--- config.mk ---
export PLATFORM = sky130hd
export DESIGN_NAME = trng_harvest_ctrl
export DESIGN_NICKNAME = d
export VERILOG_FILES = /design/src/rtl/trng_harvest_ctrl.sv
export SDC_FILE = /design/constraint.sdc
export NUM_CORES = 1
export LEC_CHECK = 0
export ABC_AREA = 1
export CORE_ASPECT_RATIO = 0.5
export CORE_MARGIN = 2
export CORE_UTILIZATION = 47
export DETAILED_ROUTE_END_ITERATION = 10
export PLACE_DENSITY = 0.81
export SETUP_SLACK_MARGIN = 0.1
export SYNTH_ARGS = -nofsm -noshare
export SYNTH_HDL_FRONTEND = slang
export SYNTH_SLANG_ARGS = --single-unit
--- constraint.sdc ---
create_clock -name clk -period 3.05 [get_ports clk]
set_clock_uncertainty 0.05 [all_clocks]
set_input_delay 0.305 -clock clk [delete_from_list [all_inputs] [get_ports clk]]
set_output_delay 0.305 -clock clk [all_outputs]
set_load 0.02 [all_outputs]
--- src/rtl/trng_harvest_ctrl.sv ---
// trng_harvest_ctrl: sequences the ring-oscillator TRNG array.
// The controller enables the array and waits out a warm-up interval.
// It then captures raw words at a programmable rate and runs a
// repetition-count health test on each one. Words that pass go out on a
// valid/ready stream, tagged with a round-robin Fortuna pool index.
module trng_harvest_ctrl #(
  parameter int WARMUP_CYCLES = 64,
  parameter int SAMPLE_DIV    = 8,
  parameter int REP_LIMIT     = 4,
  parameter int NUM_POOLS     = 32,
  localparam int POOL_W       = (NUM_POOLS > 1) ? $clog2(NUM_POOLS) : 1
) (
  input  logic              clk,
  input  logic              rst_n,
  input  logic              run,
  input  logic              clear_fault,
  input  logic [31:0]       trng_r,
  output logic              trng_en,
  output logic [31:0]       out_data,
  output logic [POOL_W-1:0] out_pool,
  output logic              out_valid,
  input  logic              out_ready,
  output logic              busy,
  output logic              fault
);

  // One down-counter serves both the warm-up interval and the sample divider.
  // The two intervals never overlap, so a shared counter is enough.
  localparam int MAX_CNT = (WARMUP_CYCLES > SAMPLE_DIV) ? WARMUP_CYCLES : SAMPLE_DIV;
  localparam int CNT_W   = $clog2(MAX_CNT + 1);
  localparam int REP_W   = $clog2(REP_LIMIT + 1);

  localparam logic [CNT_W-1:0]  WARM_LOAD = CNT_W'(WARMUP_CYCLES - 1);
  localparam logic [CNT_W-1:0]  DIV_LOAD  = CNT_W'(SAMPLE_DIV - 1);
  localparam logic [POOL_W-1:0] POOL_LAST = POOL_W'(NUM_POOLS - 1);
  localparam logic [REP_W-1:0]  REP_MAX   = REP_W'(REP_LIMIT);

  typedef enum logic [2:0] {
    IDLE   = 3'd0,
    WARMUP = 3'd1,
    SAMPLE = 3'd2,
    HOLD   = 3'd3,
    FAULT  = 3'd4
  } state_t;

  state_t            state_reg, state_next;
  logic [CNT_W-1:0]  cnt_reg, cnt_next;
  logic [REP_W-1:0]  rep_reg, rep_next;
  logic [31:0]       prev_reg, prev_next;
  logic              prev_valid_reg, prev_valid_next;
  logic [31:0]       data_reg, data_next;
  logic [POOL_W-1:0] pool_reg, pool_next;
  logic              en_reg, valid_reg, busy_reg, fault_reg;
  logic              en_next, valid_next, busy_next, fault_next;
  logic [REP_W-1:0]  rep_new;
  logic              handshake;

  assign trng_en   = en_reg;
  assign out_data  = data_reg;
  assign out_pool  = pool_reg;
  assign out_valid = valid_reg;
  assign busy      = busy_reg;
  assign fault     = fault_reg;

  // Next-state, datapath and output decode; outputs are decoded from the
  // next state so that, once registered, they track the state register.
  always_comb begin
    state_next      = state_reg;
    cnt_next        = cnt_reg;
    rep_next        = rep_reg;
    prev_next       = prev_reg;
    prev_valid_next = prev_valid_reg;
    data_next       = data_reg;
    pool_next       = pool_reg;
    handshake       = (state_reg == HOLD) && out_ready;
    rep_new         = (prev_valid_reg && (trng_r == prev_reg)) ? rep_reg + REP_W'(1) : REP_W'(1);

    unique case (state_reg)
      IDLE: begin
        prev_valid_next = 1'b0;
        if (run) begin
          state_next = WARMUP;
          cnt_next   = WARM_LOAD;
        end
      end
      WARMUP: begin
        if (!run) begin
          state_next      = IDLE;
          prev_valid_next = 1'b0;
        end else if (cnt_reg == '0) begin
          state_next = SAMPLE;
          cnt_next   = DIV_LOAD;
        end else begin
          cnt_next = cnt_reg - CNT_W'(1);
        end
      end
      SAMPLE: begin
        if (!run) begin
          state_next      = IDLE;
          prev_valid_next = 1'b0;
        end else if (cnt_reg != '0) begin
          cnt_next = cnt_reg - CNT_W'(1);
        end else begin
          rep_next        = rep_new;
          prev_next       = trng_r;
          prev_valid_next = 1'b1;
          if (rep_new == REP_MAX) begin
            // A stuck source: discard the word and keep out_data unchanged.
            state_next = FAULT;
          end else begin
            data_next  = trng_r;
            state_next = HOLD;
          end
        end
      end
      HOLD: begin
        // A presented word is never dropped; run=0 only takes effect once
        // the consumer has accepted it.
        if (handshake) begin
          pool_next = (pool_reg == POOL_LAST) ? '0 : pool_reg + POOL_W'(1);
          if (run) begin
            state_next = SAMPLE;
            cnt_next   = DIV_LOAD;
          end else begin
            state_next      = IDLE;
            prev_valid_next = 1'b0;
          end
        end
      end
      FAULT: begin
        if (clear_fault) begin
          state_next      = IDLE;
          rep_next        = '0;
          prev_valid_next = 1'b0;
        end
      end
      default: begin
        state_next      = IDLE;
        prev_valid_next = 1'b0;
      end
    endcase

    en_next    = (state_next == WARMUP) || (state_next == SAMPLE) || (state_next == HOLD);
    valid_next = (state_next == HOLD);
    fault_next = (state_next == FAULT);
    busy_next  = (state_next != IDLE);
  end

  // State, datapath and registered output flops.
  always_ff @(posedge clk or negedge rst_n) begin
    if (!rst_n) begin
      state_reg      <= IDLE;
      cnt_reg        <= '0;
      rep_reg        <= '0;
      prev_reg       <= '0;
      prev_valid_reg <= 1'b0;
      data_reg       <= '0;
      pool_reg       <= '0;
      en_reg         <= 1'b0;
      valid_reg      <= 1'b0;
      busy_reg       <= 1'b0;
      fault_reg      <= 1'b0;
    end else begin
      state_reg      <= state_next;
      cnt_reg        <= cnt_next;
      rep_reg        <= rep_next;
      prev_reg       <= prev_next;
      prev_valid_reg <= prev_valid_next;
      data_reg       <= data_next;
      pool_reg       <= pool_next;
      en_reg         <= en_next;
      valid_reg      <= valid_next;
      busy_reg       <= busy_next;
      fault_reg      <= fault_next;
    end
  end

endmodule
==> flow_summary_export.csv, run 1 <==
group,metric,value,unit
status,status,"finished clean",
floorplanning,dieArea,9600,um^2
routing,wl_per_cell,12.6,um
global_route,antenna_found_initial,0,
global_route,use_met3,6.03,%
timing,tightest_slew,0.511,ns
floorplanning,die_height,70.3,um
setup_path,arrival,2.51,ns
logic_synthesis,synth_edf_count,0,
global_route,busiest_layer,"met2",
clock_network,numCtsBuffers,9,
clock_network,cts.sinks,87,
global_route,grt_max_degree,38,
setup_path,end_kind,"register",
logic_synthesis,synthTopCellsByCount,"nand2_1 (149), dfrtp_1 (87), inv_1 (62), o21ai_0 (45), o21ai_1 (35)",
setup_path,crit_type,"register to register",
power,power.total,2.97,mW
placed_design,hpwl,6430,um
routing,routed_wl,8860,um
logic_synthesis,synth.distinct_cells,33,
clock_network,cts_root_buffer,"clkbuf_16",
floorplanning,die_w,137,um
timing,hold_violations,0,
layout,finalNetCount,623,
global_route,use_met2,32.8,%
logic_synthesis,syn_nets,543,
placed_design,gp_congestion,0.851,
placed_design,pre_cts_ws,0.493,ns
global_route,grt_pass1_wl,15200,um
layout,diodes,0,
timing,finalSetupTns,0,ns
routing,drc,0,
power,power.leakage,2.65,nW
logic_synthesis,synth.most_common_cell,"nand2_1",
routing,postRouteAntennaNets,0,
timing,fmax,424,MHz
logic_synthesis,ys.flop_type,"dfrtp_1",
logic_synthesis,async_flop_share,100,%
placed_design,port_buffers,77,
timing,period_needed,2.36,ns
clock_network,clk_latency,0.34,ns
timing,rsz0062_at_grt,"false",
timing,timing.final.crit_share,77.3,%
setup_path,crit_fanout,34,
power,p_per_area,554,nW/um^2
routing,via_count,3402,
logic_synthesis,synth_seq_cells,87,
timing,setup_violations,0,
routing,dr.pass1.iters,4,
logic_synthesis,synth.area.top_cells,"dfrtp_1 (53%), nand2_1 (14%), inv_1 (5.6%)",
routing,drt_iter0_drc,244,
hold_path,hold_class,"input port to async pin",
global_route,grt.total_usage,20.3,%
global_route,grt_util_met1,26.7,%
floorplanning,rows,24,
routing,vias_per_cell,4.83,
logic_synthesis,synthCells,502,
clock_network,h-tree-depth,3,
logic_synthesis,yosys_warnings,0,
run,maxCapViolCount,0,
global_route,grt-ovfl-total,0,
logic_synthesis,mappedNetlistArea,4130,um^2
clock_network,clock_path_buffers,2,
clock_network,cts_tree,"built",
floorplanning,ioPinCount,78,
setup_path,startpoint_type,"register",
logic_synthesis,syn_avg_cell_area,8.23,um^2
logic_synthesis,seq_area_frac_synth,52.7,%
setup_path,critical_path_required,3.20,ns
timing,worst_slack,0.692,ns
logic_synthesis,yosysTopAreaCellShare,52.7,%
power,ir_worst_vdd,317,uV
floorplanning,coreArea,8620,um^2
logic_synthesis,synth_top_cell_by_area,"dfrtp_1",
floorplanning,start_util,48.0,%
layout,final_util,62.1,%
global_route,grt_pass1_vias,3259,
clock_network,clkSlewWorstSetupHoldPaths,0.06,ns
timing,max_slew_margin,65.9,%
clock_network,cts_setup_buffers,0,
layout,layout-drive-gt1-share,7.84,%
timing,slew_viol_final,0,
layout,synthToLayoutAreaGrowth,29.6,%
-- path summary, 6_finish.rpt --
check / slack [ns] / cells past startpoint / from / to
min in group clk: 0.44 / 2 / out_data[9] / out_data[9]
hold / removal: 0.41 / 2 / rst_n / cnt_reg[3]
max in group asynchronous: 1.80 / 3 / rst_n / out_data[17]
setup / recovery: 0.69 / 11 / cnt_reg[0] / prev_reg[3]
hold reg to reg: 0.44 / 2 / out_data[9] / out_data[9]
setup reg to reg: 0.69 / 11 / cnt_reg[0] / prev_reg[3]
-- what timing repair did --
action / in CTS / in global routing
endpoints found under the setup margin: 0 / 0
hold buffers: 1 / 0
endpoints found under the hold margin: 35 / 0
resized for setup: 0 / 0
-- layer usage --
metal / vias to the layer above / wire length (um)
met1: 1583 / 4120
met3: 14 / 418
li1: 1737 / -
met4: 0 / 143
met2: 68 / 4170
met5: - / 0
-- critical path, stage by stage (launching register included) --
cell	delay (ns)
dfrtp_1	0.36
inv_1	0.11
ha_1	0.22
nand2_1	0.09
nor2_2	0.16
nand3_1	0.11
nor2_2	0.12
nand2_2	0.11
nor2_8	0.32
inv_2	0.31
nand2_1	0.13
o21ai_0	0.10
-- area by class of cell --
type,instances,area (um^2)
Multi-Input combinational cell,327,1580
Clock buffer,10,239
Sequential cell,87,2180
Fill cell,718,3260
Timing Repair Buffer,83,828
Clock inverter,6,108
Inverter,74,278
Tap cell,117,146
-- placed cells by master, fill, tap and decap left out, types with 2 or more instances in the layout --
| cell type | instances |
|---|---|
| ha_1 | 4 |
| dfrtp_1 | 87 |
| nor2_2 | 2 |
| clkdlybuf4s50_1 | 76 |
| a32o_1 | 2 |
| o21ai_0 | 45 |
| nor3_1 | 5 |
| a31oi_1 | 3 |
| xnor2_1 | 6 |
| o21ai_1 | 35 |
| nand3_1 | 14 |
| xor2_1 | 8 |
| clkbuf_16 | 9 |
| or2_2 | 3 |
| nand2_1 | 149 |
| nand4_1 | 2 |
| bufinv_16 | 3 |
| clkinv_2 | 2 |
| buf_4 | 5 |
| inv_1 | 62 |
| inv_2 | 12 |
| a21oi_1 | 6 |
| nor2_1 | 31 |
| o21a_1 | 2 |
-- cells by family after synthesis --
group | synth area share [%]
buf+inv | 9.11
fa+ha+maj | 1.21
compound gates | 12.5
xor+xnor | 2.97
simple gates | 21.6
flops | 52.7
-- power breakdown --
group	leakage [nW]	total, mW	switching, mW	internal, mW
combinational	1.39	0.416	0.231	0.184
clock	0.168	1.27	0.447	0.819
sequential	1.09	1.29	0.0522	1.23
total	2.65	2.97	0.731	2.24
-- through the flow --
| stage | cells | hold slack [ns] | cell area (um^2) |
|---|---|---|---|
| finish | 704 | 0.405 | 5360 |
| global route | 704 | 0.454 | 5360 |
| CTS | 704 | 0.424 | 5360 |
| detailed placement | 687 | 0.243 | 5000 |
| global placement | 687 | 0.241 | 5000 |
| floorplan | 502 | -0.0406 | 4130 |
Power figures use the tool's default switching activity.
==> run 2: changes to the inputs <==
==> constraint.sdc (replaced) <==
create_clock -name clk -period 2.4 [get_ports clk]
set_clock_uncertainty 0.05 [all_clocks]
set_input_delay 0.24 -clock clk [delete_from_list [all_inputs] [get_ports clk]]
set_output_delay 0.24 -clock clk [all_outputs]
set_load 0.02 [all_outputs]
==> flow_summary_export.csv, run 2 (same netlist as run 1, synthesis figures left out) <==
group,metric,value,unit
global_route,grt_pass1_vias,3323,
layout,synthToLayoutAreaGrowth,29.1,%
setup_path,startpoint_type,"register",
setup_path,crit_fanout,20,
layout,final_common_cell,"nand2_1",
routing,vias_per_cell,4.86,
setup_path,rrSetupSlack,0.33,ns
power,p_per_area,662,nW/um^2
routing,via_count,3425,
layout,nFillCells,721,
floorplanning,die_height,70.3,um
clock_network,clkSlewWorstSetupHoldPaths,0.06,ns
placed_design,port_buffers,77,
global_route,antenna_found_initial,0,
power,power.total,3.53,mW
placed_design,gp_congestion,0.877,
timing,timing.final.crit_share,86.4,%
setup_path,arrival,2.30,ns
clock_network,cts_tree,"built",
clock_network,h-tree-depth,3,
routing,drc,0,
setup_path,end_kind,"register",
setup_path,critical_path_required,2.63,ns
timing,period_needed,2.07,ns
routing,routed_wl,8850,um
global_route,grt_pass1_wl,15200,um
hold_path,hold_class,"input port to async pin",
routing,drt_iter0_drc,200,
status,status,"finished clean",
layout,finalNetCount,624,
layout,layout-drive-gt1-share,7.65,%
timing,setup_violations,0,
floorplanning,die_w,137,um
global_route,grt_max_degree,63,
timing,tightest_slew,0.459,ns
placed_design,place_area,5030,um^2
timing,slew_viol_final,0,
floorplanning,rows,24,
floorplanning,ioPinCount,78,
placed_design,hpwl,6340,um
placed_design,pre_cts_ws,0.0995,ns
floorplanning,coreArea,8620,um^2
timing,max_slew_margin,69.3,%
clock_network,clk_latency,0.34,ns
layout,fin_area,5340,um^2
clock_network,numCtsBuffers,9,
routing,dr.pass1.iters,4,
timing,hold_violations,0,
run,maxCapViolCount,0,
routing,postRouteAntennaNets,0,
clock_network,clock_path_buffers,2,
floorplanning,dieArea,9600,um^2
timing,fmax,482,MHz
power,power.leakage,2.64,nW
layout,final_util,61.9,%
timing,finalSetupTns,0,ns
timing,rsz0062_at_grt,"true",
layout,diodes,0,
clock_network,cts.sinks,87,
global_route,grt.total_usage,20.4,%
global_route,grt-ovfl-total,0,
routing,wl_per_cell,12.6,um
floorplanning,start_util,48.0,%
layout,most-common-layout-cells,"nand2_1 (149), dfrtp_1 (87), clkdlybuf4s50_1 (76)",
power,ir_worst_vdd,403,uV
clock_network,cts_root_buffer,"clkbuf_16",
setup_path,crit_type,"register to register",
timing,worst_slack,0.326,ns
run 2: power by group:
part           switching, mW  internal, mW  total, mW  leakage, nW
logic                  0.292         0.235      0.527         1.41
clock network          0.544         0.830       1.37        0.146
registers             0.0642          1.57       1.63         1.09
run 2: repair_timing:
| action | 4_1_cts | 5_1_grt |
|---|---|---|
| hold buffers | 1 | 0 |
| resized for setup | 0 | 2 |
| endpoints found under the hold margin | 25 | 0 |
| buffers inserted | 0 | 0 |
| setup endpoints to repair | 0 | 1 |
run 2: metal layers:
metal	global-route usage, %	wire length (um)	vias to the layer above
li1	-	-	1740
met1	25.9	4020	1608
met2	33.6	4260	67
met3	5.66	452	10
met4	6.83	110	0
met5	0	0	-
run 2: critical path, cell delays in order (launching register included):
cell     delay [ns]
dfrtp_1        0.36
inv_1          0.10
ha_1           0.21
nand2_1        0.08
nor2_2         0.14
nand3_1        0.10
nor2_2         0.12
nand2_2        0.11
nor2_8         0.19
buf_4          0.26
a21oi_2        0.12
inv_1          0.08
nand2_1        0.05
inv_1          0.04
run 2: final timing paths:
path | end | cells after the start | from
worst max-delay path | out_valid | 13 | cnt_reg[0]
worst min-delay path | cnt_reg[3] | 2 | rst_n
worst max register to register | out_valid | 13 | cnt_reg[0]
worst min register to register | out_data[11] | 2 | out_data[11]
max in group asynchronous | out_data[15] | 3 | rst_n
min in group clk | out_data[11] | 2 | out_data[11]
run 2: through the flow:
stage	hold slack [ns]	instances
3_3_place_gp	0.126	688
4_1_cts	0.306	705
2_1_floorplan	-0.106	502
3_5_place_dp	0.127	688
6_report	0.300	705
5_1_grt	0.344	705
run 2: layout make-up:
class                           instances  area [um^2]  area share [%]
Clock buffer                           12          246            4.62
Clock inverter                          4         45.0           0.844
Inverter                               74          280            5.25
Multi-Input combinational cell        327         1580            29.6
Sequential cell                        87         2180            40.8
Tap cell                              117          146            2.74
Timing Repair Buffer                   84          861            16.1
